$ cat src/rtl/instr_fetch_unit.sv
// rtl/instr_fetch_unit.sv - instruction fetch stage: fetch PC, single-outstanding imem requests, prefetch FIFO, redirect flush
// Optional feature macro: IFU_BYPASS_EN (response shown combinationally to IF/ID when the FIFO is empty)
module instr_fetch_unit #(
  parameter int              PC_W       = 64,
  parameter int              INST_W     = 32,
  parameter int              FIFO_DEPTH = 4,
  parameter logic [PC_W-1:0] RESET_PC   = '0
) (
  input  logic                        clk,
  input  logic                        rst,
  output logic                        imem_req_o,
  output logic [PC_W-1:0]             imem_addr_o,
  input  logic                        imem_ack_i,
  input  logic [INST_W-1:0]           imem_rdata_i,
  input  logic                        redirect_i,
  input  logic [PC_W-1:0]             redirect_pc_i,
  input  logic                        stall_i,
  output logic                        inst_valid_o,
  output logic [INST_W-1:0]           inst_o,
  output logic [PC_W-1:0]             pc_o,
  output logic [$clog2(FIFO_DEPTH):0] fifo_level_o
);

  localparam int            AW      = $clog2(FIFO_DEPTH);
  localparam int            LW      = AW + 1;
  localparam logic [LW-1:0] DEPTH_L = LW'(FIFO_DEPTH);

  typedef enum logic [1:0] {
    S_IDLE    = 2'd0,
    S_WAIT    = 2'd1,
    S_DISCARD = 2'd2
  } state_t;

  state_t            state_q, state_d;
  logic [PC_W-1:0]   fetch_pc_q, fetch_pc_d;
  logic [PC_W-1:0]   req_pc_q, req_pc_d;
  logic [AW-1:0]     rd_ptr_q, rd_ptr_d;
  logic [AW-1:0]     wr_ptr_q, wr_ptr_d;
  logic [LW-1:0]     level_q, level_d;
  logic [INST_W-1:0] inst_mem_q [FIFO_DEPTH];
  logic [PC_W-1:0]   pc_mem_q   [FIFO_DEPTH];

  logic              fifo_empty;
  logic              accept;
  logic              bypass_hit;
  logic              head_valid;
  logic              pop_fifo;
  logic              push;
  logic [LW-1:0]     level_pp;
  logic              issue;

  // Target alignment drops the two low bits of the redirect address.
  logic              unused_redirect_lsbs;
  assign unused_redirect_lsbs = ^redirect_pc_i[1:0];

  // FIFO push/pop qualification; a response is accepted only in WAIT without a redirect
  always_comb begin
    fifo_empty = (level_q == '0);
    accept     = (state_q == S_WAIT) && imem_ack_i && !redirect_i;
    bypass_hit = 1'b0;
`ifdef IFU_BYPASS_EN
    bypass_hit = accept && fifo_empty;
`endif
    head_valid = !fifo_empty || bypass_hit;
    pop_fifo   = !fifo_empty && !stall_i && !redirect_i;
    // A bypassed word consumed in its ack cycle never touches storage.
    push       = accept && !(bypass_hit && !stall_i);
    level_pp   = level_q + LW'(push) - LW'(pop_fifo);
  end

  // Request FSM: next state and request issue decision
  always_comb begin
    state_d = state_q;
    issue   = 1'b0;
    case (state_q)
      S_IDLE: begin
        if (!redirect_i && (level_q < DEPTH_L)) begin
          issue   = 1'b1;
          state_d = S_WAIT;
        end
      end
      S_WAIT: begin
        if (redirect_i) begin
          // Same-cycle ack is simply dropped; otherwise wait out the stale response.
          state_d = imem_ack_i ? S_IDLE : S_DISCARD;
        end else if (imem_ack_i) begin
          if (level_pp < DEPTH_L) begin
            issue   = 1'b1;
            state_d = S_WAIT;
          end else begin
            state_d = S_IDLE;
          end
        end
      end
      S_DISCARD: begin
        if (imem_ack_i) begin
          state_d = S_IDLE;
        end
      end
      default: state_d = S_IDLE;
    endcase
  end

  // Fetch PC, request tag PC, FIFO pointers and level next-state
  always_comb begin
    fetch_pc_d = fetch_pc_q;
    req_pc_d   = req_pc_q;
    rd_ptr_d   = rd_ptr_q;
    wr_ptr_d   = wr_ptr_q;
    level_d    = level_q;
    if (redirect_i) begin
      fetch_pc_d = {redirect_pc_i[PC_W-1:2], 2'b00};
      rd_ptr_d   = '0;
      wr_ptr_d   = '0;
      level_d    = '0;
    end else begin
      if (issue) begin
        fetch_pc_d = fetch_pc_q + PC_W'(4);
        req_pc_d   = fetch_pc_q;
      end
      if (push) begin
        wr_ptr_d = wr_ptr_q + AW'(1);
      end
      if (pop_fifo) begin
        rd_ptr_d = rd_ptr_q + AW'(1);
      end
      level_d = level_pp;
    end
  end

  // State registers and FIFO storage with synchronous reset
  always_ff @(posedge clk) begin
    if (rst) begin
      state_q    <= S_IDLE;
      fetch_pc_q <= RESET_PC;
      req_pc_q   <= RESET_PC;
      rd_ptr_q   <= '0;
      wr_ptr_q   <= '0;
      level_q    <= '0;
      for (int i = 0; i < FIFO_DEPTH; i++) begin
        inst_mem_q[i] <= '0;
        pc_mem_q[i]   <= '0;
      end
    end else begin
      state_q    <= state_d;
      fetch_pc_q <= fetch_pc_d;
      req_pc_q   <= req_pc_d;
      rd_ptr_q   <= rd_ptr_d;
      wr_ptr_q   <= wr_ptr_d;
      level_q    <= level_d;
      if (push) begin
        inst_mem_q[wr_ptr_q] <= imem_rdata_i;
        pc_mem_q[wr_ptr_q]   <= req_pc_q;
      end
    end
  end

  // Outputs; reset forces the idle values even before the registers settle
  always_comb begin
    imem_req_o   = issue && !rst;
    imem_addr_o  = rst ? RESET_PC : fetch_pc_q;
    inst_valid_o = head_valid && !rst;
    fifo_level_o = rst ? '0 : level_q;
    inst_o       = '0;
    pc_o         = '0;
    if (!rst) begin
      if (bypass_hit) begin
        inst_o = imem_rdata_i;
        pc_o   = req_pc_q;
      end else begin
        inst_o = inst_mem_q[rd_ptr_q];
        pc_o   = pc_mem_q[rd_ptr_q];
      end
    end
  end

endmodule

$ cat config.mk
export PLATFORM = sky130hd
export DESIGN_NAME = instr_fetch_unit
export DESIGN_NICKNAME = d
export VERILOG_FILES = /design/src/rtl/instr_fetch_unit.sv
export SDC_FILE = /design/constraint.sdc
export NUM_CORES = 1
export LEC_CHECK = 0
export ABC_AREA = 1
export BUFFER_PORTS_ARGS = -buffer_cell sky130_fd_sc_hd__buf_4
export CELL_PAD_IN_SITES_DETAIL_PLACEMENT = 0
export CELL_PAD_IN_SITES_GLOBAL_PLACEMENT = 2
export CORE_MARGIN = 2
export CORE_UTILIZATION = 30
export DETAILED_ROUTE_END_ITERATION = 8
export GPL_ROUTABILITY_DRIVEN = 0
export HOLD_SLACK_MARGIN = 0.08
export PLACE_DENSITY = 0.74
export SETUP_SLACK_MARGIN = 0.02
export SYNTH_ARGS = -nofsm -noshare
export SYNTH_HDL_FRONTEND = slang
export SYNTH_SLANG_ARGS = --single-unit
$ cat constraint.sdc
create_clock -name clk -period 8.4 [get_ports clk]
set_clock_uncertainty 0.05 [all_clocks]
set_input_delay 0.84 -clock clk [delete_from_list [all_inputs] [get_ports clk]]
set_output_delay 0.84 -clock clk [all_outputs]
set_load 0.01 [all_outputs]
---- Word-level counts from Yosys, hierarchy flattened ----
Memory sizes are Yosys's and may differ from the RTL's. A register that Yosys moved wholly into a read port is not among the register bits.
Cells that the tools add are included.
word-level totals
  word-level logic and storage cells ...... 74
  RAM bits ................................ 384
  input bits .............................. 101
  output and inout bits ................... 165
  register bits after elaboration ......... 137
  memories ................................ 2
memories
  name        words  bits a word  read ports  clocked after memory_dff  write ports  RTL line  source
  pc_mem_q    4      64           1           1                         4            41        logic [PC_W-1:0] pc_mem_q [FIFO_DEPTH];
  inst_mem_q  4      32           1           1                         4            40        logic [INST_W-1:0] inst_mem_q [FIFO_DEPTH];
operators by class
  equality and inequality tests ........... 5
  $add $sub $neg .......................... 5
  muxes and demuxes ....................... 33
  bitwise gates (word level) .............. 1
  reduce and logical (&&, ||, !) cells .... 19
  order comparisons ....................... 2
operator list
  cell                                                                    count
  64-bit two-way mux                                                      5
  64-bit by 3-bit adder with 64-bit output (second input constant)        1
  32-bit two-way mux                                                      2
  64-bit OR reduction                                                     1
  32-bit OR reduction                                                     1
  2-bit two-way mux                                                       11
  1-bit two-way mux                                                       12
  1-bit logical AND                                                       7
  3-bit < comparator (second input constant)                              2
  2-bit one-hot mux with 3 select lines                                   1
  2-bit by 1-bit adder with 2-bit output (second input constant)          2
  1-bit logical NOT                                                       4
  2-bit inequality test (second input constant)                           2
  3-bit by 1-bit adder with 3-bit output                                  1
  3-bit logical NOT                                                       1
  3-bit two-way mux                                                       1
  3-bit inequality test (second input constant)                           1
  3-bit AND reduction                                                     1
  3-bit by 1-bit subtractor with 3-bit output                             1
  2-bit by 1-bit equality test with 1-bit output (second input constant)  1
  2-bit equality test (second input constant)                             1
  2-bit logical NOT                                                       1
  1-bit one-hot mux with 2 select lines                                   1
  2-bit AND reduction                                                     1
  other kinds (3)                                                         3

---- Longest topological paths before layout ----
Gate-level depths: netlist of run 1.
  word-level depth ........................ 12
  depth in mapped cells ................... 20
  gate-level depth less buffers ........... 18

---- Worst setup path before layout of run 1 ----
OpenSTA, ideal clock, no wires.
  path type ............................... in2reg
  from .................................... in redirect_i
  to ...................................... mem inst_mem_q[3][0] (enable)
  setup slack ............................. -269 ps
  library setup time ...................... 676 ps
  buffers on the path ..................... 0
  data arrival time ....................... 7942 ps
  required time ........................... 7674 ps
  stages on the path ...................... 7
  path through ............................ inv_2 nand2_1 nor2_4 inv_2 nor2_1 inv_1 o21ai_0
RTL lines
  what             RTL line  source
  start, declared  15        input logic redirect_i,
  end, declared    40

---- Final worst setup path of run 1 ----
  from .................................... in redirect_i
  to ...................................... out imem_req_o
between the ends
  cells in the longest elaborated chain, start to end .. 10
  elaborated cells between the ends (all ways) .. 13
  those cells by class .................... add/sub (2); order compare (1); mux (5); reduce/logical (5)
RTL lines
  what                                         RTL line    source
  1-bit logical NOT                            59, 65, 77
  1-bit logical AND                            59          accept = (state_q == S_WAIT) && imem_ack_i && !redirect_i;
  3-bit by 1-bit adder with 3-bit output       68          level_pp = level_q + LW'(push) - LW'(pop_fifo);
  3-bit by 1-bit subtractor with 3-bit output  68
  3-bit < comparator                           87          if (level_pp < DEPTH_L) begin
  1-bit two-way mux                            87
  1-bit two-way mux                            86          end else if (imem_ack_i) begin
  1-bit two-way mux                            83          if (redirect_i) begin
  1-bit one-hot mux with 2 select lines *      75          case (state_q)
  1-bit logical AND *                          160         imem_req_o = issue && !rst;
  end, declared                                11          output logic imem_req_o,
Every way passes the cells marked *; elsewhere a longest branch is shown, timed or not.

==> metrics.csv, run 1 <==
metric,value,unit
rows,104,
relSlewSlack,22.98,%
dp_cells,4098,
status,completed,
start_util,30.23,%
grt-ovfl-total,0,
grt_util_all_layers,19.79,%
drt-total-wl,83.38,mm
synth_area_leaders,"edfxtp_1 47%, nor2_1 14%, dfxtp_1 11%, nand2_1 5.5%, o21ai_0 5.4%",
syn_area,24270,µm²
clk_path_buf_depth,3,
endpoint_kind,primary output,
cp_data_required_time,7510,ps
drt_iter0_markers,1305,
startpoint_type,primary input,
yosys.area.top_type,edfxtp_1,
detail-route-antenna-nets,0,
postCtsResizedCells,0,
hpwl,51.46,mm
rsz0062_at_grt,false,
finalSetupViolCount,0,
synth_most_common_cell,nor2_1,
area_growth,19.52,%
worstMarginPinSlew,1155,ps
synth_seq_cells,511,
max_stage_delay,680,ps
hp-class,primary input to register,
antenna_cells,0,
clock_latency,610,ps
hold_violations,0,
cp_max_fo,65,
powerDensity,207.0,nW/µm²
async_flop_share,0,%
io_buffers,259,
synth_edf_count,376,
grt_pass1_wl,124.0,mm
finalNonFillerCells,4205,
die_height,288.4,µm
arrival,4770,ps
viasPerCell,4.770,
cts.sinks,511,
nets,3202,
antenna_found_initial,0,
grt_pass1_vias,19880,
min_period,5662,ps
drc,0,
yosysTopAreaCellShare,46.52,%
fin_tns_setup,0,ps
avgSynthCellArea,8.298,µm²
syn_inst,2925,
vias,20060,
synth_warnings,0,
slowest_stage,inv_2,
cts_hold_buffers,0,
synthTopCellsByCount,"936 x nor2_1, 376 x edfxtp_1, 358 x nand2_1, 276 x inv_1, 263 x o21ai_0",
cts_setup_buffers,0,
htreeDepth,2,
path_buf_inv,7,
die_area,83200,µm²
cts_tree,yes,
pre_cts_ws,2513,ps
cts_buffers,57,
maxCapViolCount,0,
ys_seq_area_share,57.65,%
drive_gt1_share,13.10,%
cts_root_buffer,clkbuf_16,
slew_viol_final,0,
critPathKind,primary input to primary output,
power.leakage,0.01114,µW
setup_ws,2738,ps
die_w,288.4,µm
core_area,80290,µm²
cp_cell_sequence,buf_4 -> inv_2 -> nand2_1 -> nor2_4 -> inv_2 -> ha_1 -> inv_1 -> ha_1 -> fa_1 -> inv_1 -> nand3_2 -> nand3_4 -> nand2_4 -> inv_2 -> nor2_1 -> buf_4,
design.portCount,266,
post-route-period-util,67.40,%
synth_flop_cell,edfxtp_1,
fmax,176.6,MHz
first_pass_iters,5,
clk_pin_slew,60,ps
ir_worst_vdd,133.0,µV
critPathTopFamily,buffers and inverters,
crit_path_frequent_cell,inv_2,
wl_per_cell,19.83,µm
synth_cell_types,40,
utilization,36.13,%
grt_max_degree,150,
state kept, by name, indices dropped and copies added (netlist names), named ones only:
signal,cells
req_pc_q,62
level_q,3
inst_mem_q,128
wr_ptr_q,2
fetch_pc_q,62
state_q,2
rd_ptr_q,2
pc_mem_q,248
final timing paths:
kind	start	endpoint	slack [ps]	cells past startpoint
setup reg to reg	level_q[0]	fetch_pc_q[11]	3700	15
hold / removal	imem_ack_i	state_q[1]	370	2
hold reg to reg	rd_ptr_q[1]	register	410	2
setup / recovery	redirect_i	imem_req_o	2740	16
through the flow:
step	cell area, µm²	hold slack [ps]	power (µW)
floorplan	24280	385.6	3227
global placement	27070	396.9	3463
detailed placement	27070	400.5	3469
CTS	29010	322.6	6071
global route	29010	335.6	6227
finish	29010	365.9	6005
logic make-up after synthesis:
group	Yosys count	share of synthesized area, %
other	1	0.01545
AO/OA/AOI/OAI	478	10.01
AND/OR/NAND/NOR	1455	23.91
XOR/XNOR	17	0.6134
buffers and inverters	458	7.521
multiplexers	1	0.04124
adder cells (fa/ha/maj)	4	0.2371
flip-flops	511	57.65
power breakdown:
part / total, µW / leakage (µW) / internal (µW) / switching (µW)
sequential: 2900 / 0.00500 / 2830 / 69.7
clock: 2600 / 0.000953 / 1540 / 1050
combinational: 511 / 0.00518 / 159 / 352
cell type report:
cell class	count	area [µm²]
clock buffers	76	1633
clock inverters	31	309.0
fillers	8333	51280
inverters	288	1089
multi-input cells	1959	8522
flip-flops and latches	511	14000
well taps	1060	1326
repair buffers	280	2131
worst reg2reg max path, delay by kind of cell, from the launching register on:
| kind | cells | cell delay (ps) |
|---|---|---|
| flip-flops | 1 | 370 |
| AND/OR/NAND/NOR | 7 | 2590 |
| AO/OA/AOI/OAI | 1 | 190 |
| adder cells (fa/ha/maj) | 3 | 810 |
| buffers and inverters | 4 | 610 |
cell usage in the layout (no fill, tap or decap), types with 2 or more instances in the layout:
cell and count:
a211oi_1 5, a21oi_1 186, a22oi_1 3, a31oi_1 8
buf_12 2, buf_4 277, bufinv_16 6, clkbuf_1 10
clkbuf_16 61, clkbuf_8 5, clkinv_1 10, clkinv_2 12
clkinvlp_4 2, conb_1 4, dfxtp_1 133, dfxtp_4 2
edfxtp_1 376, ha_1 3, inv_1 274, inv_2 10
inv_4 2, inv_6 3, nand2_1 355, nand2_2 6
nand2_4 4, nand3_1 71, nand3_4 2, nand4_1 23
nor2_1 936, nor2_2 6, nor2_4 6, nor2_8 2
nor3_1 39, o21ai_0 261, o21ai_1 10, o21ai_4 2
xor2_1 16
metal layers:
| metal | vias to the layer above | routed length, µm | track usage (%) |
|---|---|---|---|
| li1 | 9814 | - | - |
| met1 | 9620 | 36980 | 26.13 |
| met2 | 529 | 40280 | 33.85 |
| met3 | 95 | 4170 | 2.938 |
| met4 | 0 | 1955 | 5.246 |
| met5 | - | 0 | 0 |
(Power assumes the default switching activity.)
==> run 2: changes to the inputs <==
Settings changed: PLACE_DENSITY 0.74 to 0.71.
Clock period 8.4 ns to 5.4 ns, I/O delays scaled along.
==> run 2 against run 1 <==
  * Routed wire length grew 1.4%
  * Sequential share of layout area shrank 0.15 points
  * Final cell count grew 0.29%
  * Highest routed layer unchanged
  * Largest cell class unchanged
==> metrics.csv, run 2 (synthesized netlist as in run 1, its figures left out) <==
metric,value,unit
utilization,36.24,%
hold_depth,3,
first_pass_iters,6,
grt_pass1_vias,19620,
regMostFlops,pc_mem_q,
powerDensity,318.8,nW/µm²
core_area,80290,µm²
min_from,redirect_pc_i[32],
finalSetupViolCount,0,
top_regs,"pc_mem_q (248), inst_mem_q (128)",
clk_path_buf_depth,3,
vias,19980,
postCtsResizedCells,0,
drt_iter0_markers,1303,
power.leakage,0.01118,µW
hp-class,primary input to register,
startpoint_type,register,
critPathKind,register to primary output,
arrival,3590,ps
maxCapViolCount,0,
status,completed,
die_area,83200,µm²
grt-ovfl-total,0,
hold_violations,0,
cts.sinks,511,
design_area,29100,µm²
p_sw,2335,µW
cts_root_buffer,clkbuf_16,
power_frac_clock,42.7,%
layout_commonest_cell,nor2_1,
slew_viol_final,0,
max_stage_delay,950,ps
p_comb_share,8.7,%
cellInternalPower,6942,µW
wl_per_cell,20.05,µm
p_seq_share,48.6,%
min_period,4182,ps
cts_tree,yes,
ir_worst_vdd,243.7,µV
cp_max_fo,51,
post-route-period-util,77.44,%
timing.rr.end,fetch_pc_q[11],
start_util,30.23,%
r2r_cells,16,
rows,104,
worstMarginPinSlew,1208,ps
nets,3212,
largest_reg_flops,248,
nFillCells,8386,
placed_cell_area,27190,µm²
die_w,288.4,µm
slowest_stage,clkinv_2,
die_height,288.4,µm
htreeDepth,2,
area_growth,19.88,%
multiInputGateArea,8531,µm²
antenna_cells,0,
clock_latency,620,ps
drive_gt1_share,13.43,%
fin_tns_setup,0,ps
endpoint_kind,primary output,
io_buffers,259,
cts_buffers,58,
rsz0062_at_grt,false,
cp_data_required_time,4810,ps
fmax,239.1,MHz
hold_end,fetch_pc_q[32],
grt_pass1_wl,124.0,mm
grt_max_degree,135,
clk_pin_slew,60,ps
design.portCount,266,
antenna_found_initial,0,
drc,0,
mostFrequentLayoutCells,"936 x nor2_1, 376 x edfxtp_1, 355 x nand2_1, 281 x buf_4, 274 x inv_1",
totalPowerFinal,9276,µW
r2r_slack,1800,ps
grt_util_all_layers,19.93,%
viasPerCell,4.737,
drt-total-wl,84.54,mm
relSlewSlack,19.29,%
worstReg2RegStart,level_q[2],
switching_share,25.17,%
detail-route-antenna-nets,0,
register_area,14000,µm²
cp_cell_sequence,clkinv_2 -> buf_12 -> nor2_1 -> o21ai_0 -> a21oi_1 -> buf_4,
hpwl,52.36,mm
## run 2: worst max-delay path, delay by kind of cell, from the launching register on
kind / cells / cell delay [ps]
buffers and inverters: 3 / 1700
flip-flops: 1 / 630
AO/OA/AOI/OAI: 2 / 450
AND/OR/NAND/NOR: 1 / 130
## run 2: area by class of cell
cell class                      count  share of cell area [%]
Clock buffer                       73                   5.358
Timing Repair Buffer              289                   7.736
Tap cell                         1060                   4.558
Inverter                          288                   3.741
Multi-Input combinational cell   1959                   29.32
Clock inverter                     37                   1.174
Sequential cell                   511                   48.12
## run 2: power by group through the flow
stage	Clock [µW]	Combinational (µW)	Sequential, µW
2_1_floorplan	0	459	4560
3_3_place_gp	0	810	4590
3_5_place_dp	0	814	4590
4_1_cts	4060	820	4510
5_1_grt	4200	895	4530
6_report	3970	803	4510
## run 2: how the worst max path moves through the flow
stage | slack [ps] | start | cells after the start | to
2_1_floorplan | 1370 | redirect_i | 7 | inst_mem_q[3][0]
4_1_cts | 1030 | register | 6 | pc_o[38]
3_5_place_dp | 1120 | redirect_i | 16 | fetch_pc_q[11]
6_report | 1220 | register | 6 | pc_o[37]
5_1_grt | 960 | register | 6 | pc_o[37]
3_3_place_gp | 1170 | redirect_i | 16 | fetch_pc_q[11]
## run 2: metrics by stage
step           hold slack (ps)  instances  setup WS, ps
2_1_floorplan            385.6       2928          1373
3_3_place_gp             404.7       4106          1174
3_5_place_dp             415.1       4106          1124
4_1_cts                  105.7       4217          1034
5_1_grt                  154.3       4217         960.8
6_report                 131.5       4217          1218
## run 2: timing repair
item	CTS	global route
hold buffers	1	0
hold endpoints to repair	1	0
setup buffers	0	0
## run 2: routing by layer
layer	part of all wire, %	global-route usage, %	vias to the layer above
met5	0	0	-
met4	2.3	5.078	0
met3	4.8	2.425	93
met2	49	34.75	478
met1	44	26.17	9562
li1	-	-	9843
==> run 3: changes to the inputs <==
Settings changed: ABC_AREA 1 to 0, PLACE_DENSITY 0.71 to 0.68.
Clock period 5.4 ns to 3.7 ns, I/O delays scaled along.
==> run 3 against run 2 <==
  * Clock-buffer cell count decreased by 5
  * Area after synthesis fell by 6.1%
  * Register-to-register slack got worse by 1600 ps
  * Global-route usage is 2.8 points lower
  * Clock power increased by 39%
  * Via count shrank 19%
  * Combinational power increased by 23%
  * Final cell count is 21% lower
  * Routed wire length is 20% lower
  * Total power rose by 40%
  * Critical path depth up 6
  * Sequential cell count did not move
  * Largest cell class unchanged
==> metrics.csv, run 3 <==
metric,value,unit
cts_root_buffer,clkbuf_16,
nets,2424,
cts.sinks,511,
first_pass_iters,5,
synth-compound-area-share,4.647,%
ys_seq_area_share,61.43,%
antenna_found_initial,0,
synth_cell_types,61,
clk_pin_slew,60,ps
power.leakage,0.01120,µW
start_util,30.14,%
grt-ovfl-total,0,
async_flop_share,0,%
arrival,3110,ps
io_buffers,259,
synthTopCellsByCount,"376 x edfxtp_1, 301 x nor2_1, 295 x nand2_1, 154 x nor2b_1, 135 x dfxtp_1",
cp_max_fo,8,
grt_pass1_wl,102.2,mm
utilization,38.42,%
status,completed,
maxCapViolCount,0,
design_area,29030,µm²
syn_area,22780,µm²
core_area,75570,µm²
endpoint_kind,primary output,
top_regs,"pc_mem_q (248), inst_mem_q (128)",
fin_tns_setup,0,ps
fmax,283.5,MHz
layout_commonest_cell,edfxtp_1,
powerDensity,448.3,nW/µm²
grt_max_degree,95,
p_sw,2971,µW
worstMarginPinSlew,1094,ps
clock_latency,600,ps
rsz0062_at_grt,false,
htreeDepth,2,
synth_area_leaders,"edfxtp_1 50%, dfxtp_1 12%, mux4_2 9.3%, nor2_1 5.0%, nand2_1 4.9%",
antenna_cells,0,
drive_gt1_share,22.25,%
viasPerCell,4.820,
yosys.area.top_type,edfxtp_1,
finalSetupViolCount,0,
synth.area.mux_share,9.777,%
post-route-period-util,95.33,%
cellInternalPower,10040,µW
switching_share,22.83,%
critPathKind,register to primary output,
drt_iter0_markers,1091,
synth_most_common_cell,edfxtp_1,
min_period,3527,ps
hp-class,primary input to register,
yosysTopAreaCellShare,49.57,%
synth_edf_count,376,
synth_top_family_by_area,simple AND/OR/NAND/NOR gates,
grt_pass1_vias,16320,
die_area,78150,µm²
area_growth,27.44,%
die_w,279.6,µm
vias,16110,
synth_xor_area_share,0.9502,%
rows,101,
pre_cts_ws,73.46,ps
startpoint_type,register,
avgSynthCellArea,11.44,µm²
power_frac_clock,42.4,%
hpwl,41.27,mm
wl_per_cell,20.31,µm
synth-simple-area-share,18.64,%
totalPowerFinal,13010,µW
clk_path_buf_depth,3,
p_comb_share,7.6,%
slew_viol_final,0,
cts_tree,yes,
cts_buffers,57,
syn_inst,1992,
grt_util_all_layers,17.15,%
die_height,279.6,µm
detail-route-antenna-nets,0,
relSlewSlack,27.10,%
synthAdderAreaFrac,0.2527,%
mostFrequentLayoutCells,"376 x edfxtp_1, 299 x nor2_1, 296 x buf_4, 295 x nand2_1, 153 x nor2b_1",
design.portCount,266,
drc,0,
nFillCells,7442,
placed_cell_area,26090,µm²
ir_worst_vdd,319.4,µV
largest_reg_flops,248,
synth_seq_cells,511,
synth_flop_cell,edfxtp_1,
cp_data_required_time,3280,ps
hold_violations,0,
synth_warnings,0,
regMostFlops,pc_mem_q,
drt-total-wl,67.87,mm
p_seq_share,50.0,%
setup_ws,172.7,ps
[run 3: repair_timing]
action / 4_1_cts / 5_1_grt
hold buffers: 94 / 0
pin swaps: 2 / 4
endpoints found under the setup margin: 1 / 19
buffers inserted: 4 / 6
resized for setup: 4 / 12
gates cloned: 2 / 0
endpoints found under the hold margin: 188 / 0
[run 3: area by class of cell]
cell class / instances / area (µm²) / share of cell area (%)
multi-input combinational: 1229 / 7964 / 27.43
sequential: 511 / 14000 / 48.24
timing repair buffer: 413 / 3642 / 12.55
inverter: 107 / 401.6 / 1.384
clock inverter: 36 / 284.0 / 0.9784
clock buffer: 68 / 1510 / 5.202
tap: 978 / 1224 / 4.215
[run 3: worst max-delay path, stage by stage (launching register included)]
cell	delay, ps
dfxtp_4	360
nor4bb_4	320
inv_2	90
ha_4	270
inv_2	30
ha_2	170
fa_2	350
xor3_2	270
a21oi_4	220
buf_12	130
buf_16	110
nor2_2	50
buf_6	130
[run 3: final timing paths]
path / startpoint / end / slack [ps] / cells past startpoint
setup / recovery: state_q[0] / imem_req_o / 170 / 12
hold / removal: redirect_pc_i[46] / fetch_pc_q[46] / 130 / 4
setup reg to reg: state_q[0] / fetch_pc_q[17] / 200 / 14
hold reg to reg: req_pc_q[55] / req_pc_q[55] / 400 / 2
[run 3: routing by layer]
metal	part of all wire [%]	routed length, µm	up-vias	GRT usage, %
li1	-	-	7621	-
met4	1.5	986	0	3.620
met5	0	0	-	0
met3	4.6	3106	61	2.477
met2	47	32100	421	27.95
met1	47	31670	8007	24.30
[run 3: logic make-up after synthesis]
group / Yosys count
AO/OA/AOI/OAI: 181
other: 1
buffers and inverters: 255
adder cells (fa/ha/maj): 4
flip-flops: 511
AND/OR/NAND/NOR: 913
XOR/XNOR: 23
multiplexers: 104
[run 3: stage by stage]
step | hold WS (ps) | cells
2_1_floorplan | 382.1 | 1995
3_3_place_gp | 392.7 | 3132
3_5_place_dp | 396.0 | 3132
4_1_cts | 109.6 | 3336
5_1_grt | 143.9 | 3342
6_report | 126.3 | 3342
[run 3: power groups by stage]
| stage | Sequential (µW) | Clock [µW] | Combinational [µW] |
|---|---|---|---|
| 6_report | 6510 | 5520 | 989 |
| 5_1_grt | 6530 | 5900 | 1080 |
| 4_1_cts | 6510 | 5680 | 1000 |
| 3_5_place_dp | 6630 | 0 | 892 |
| 3_3_place_gp | 6620 | 0 | 893 |
| 2_1_floorplan | 6560 | 0 | 470 |
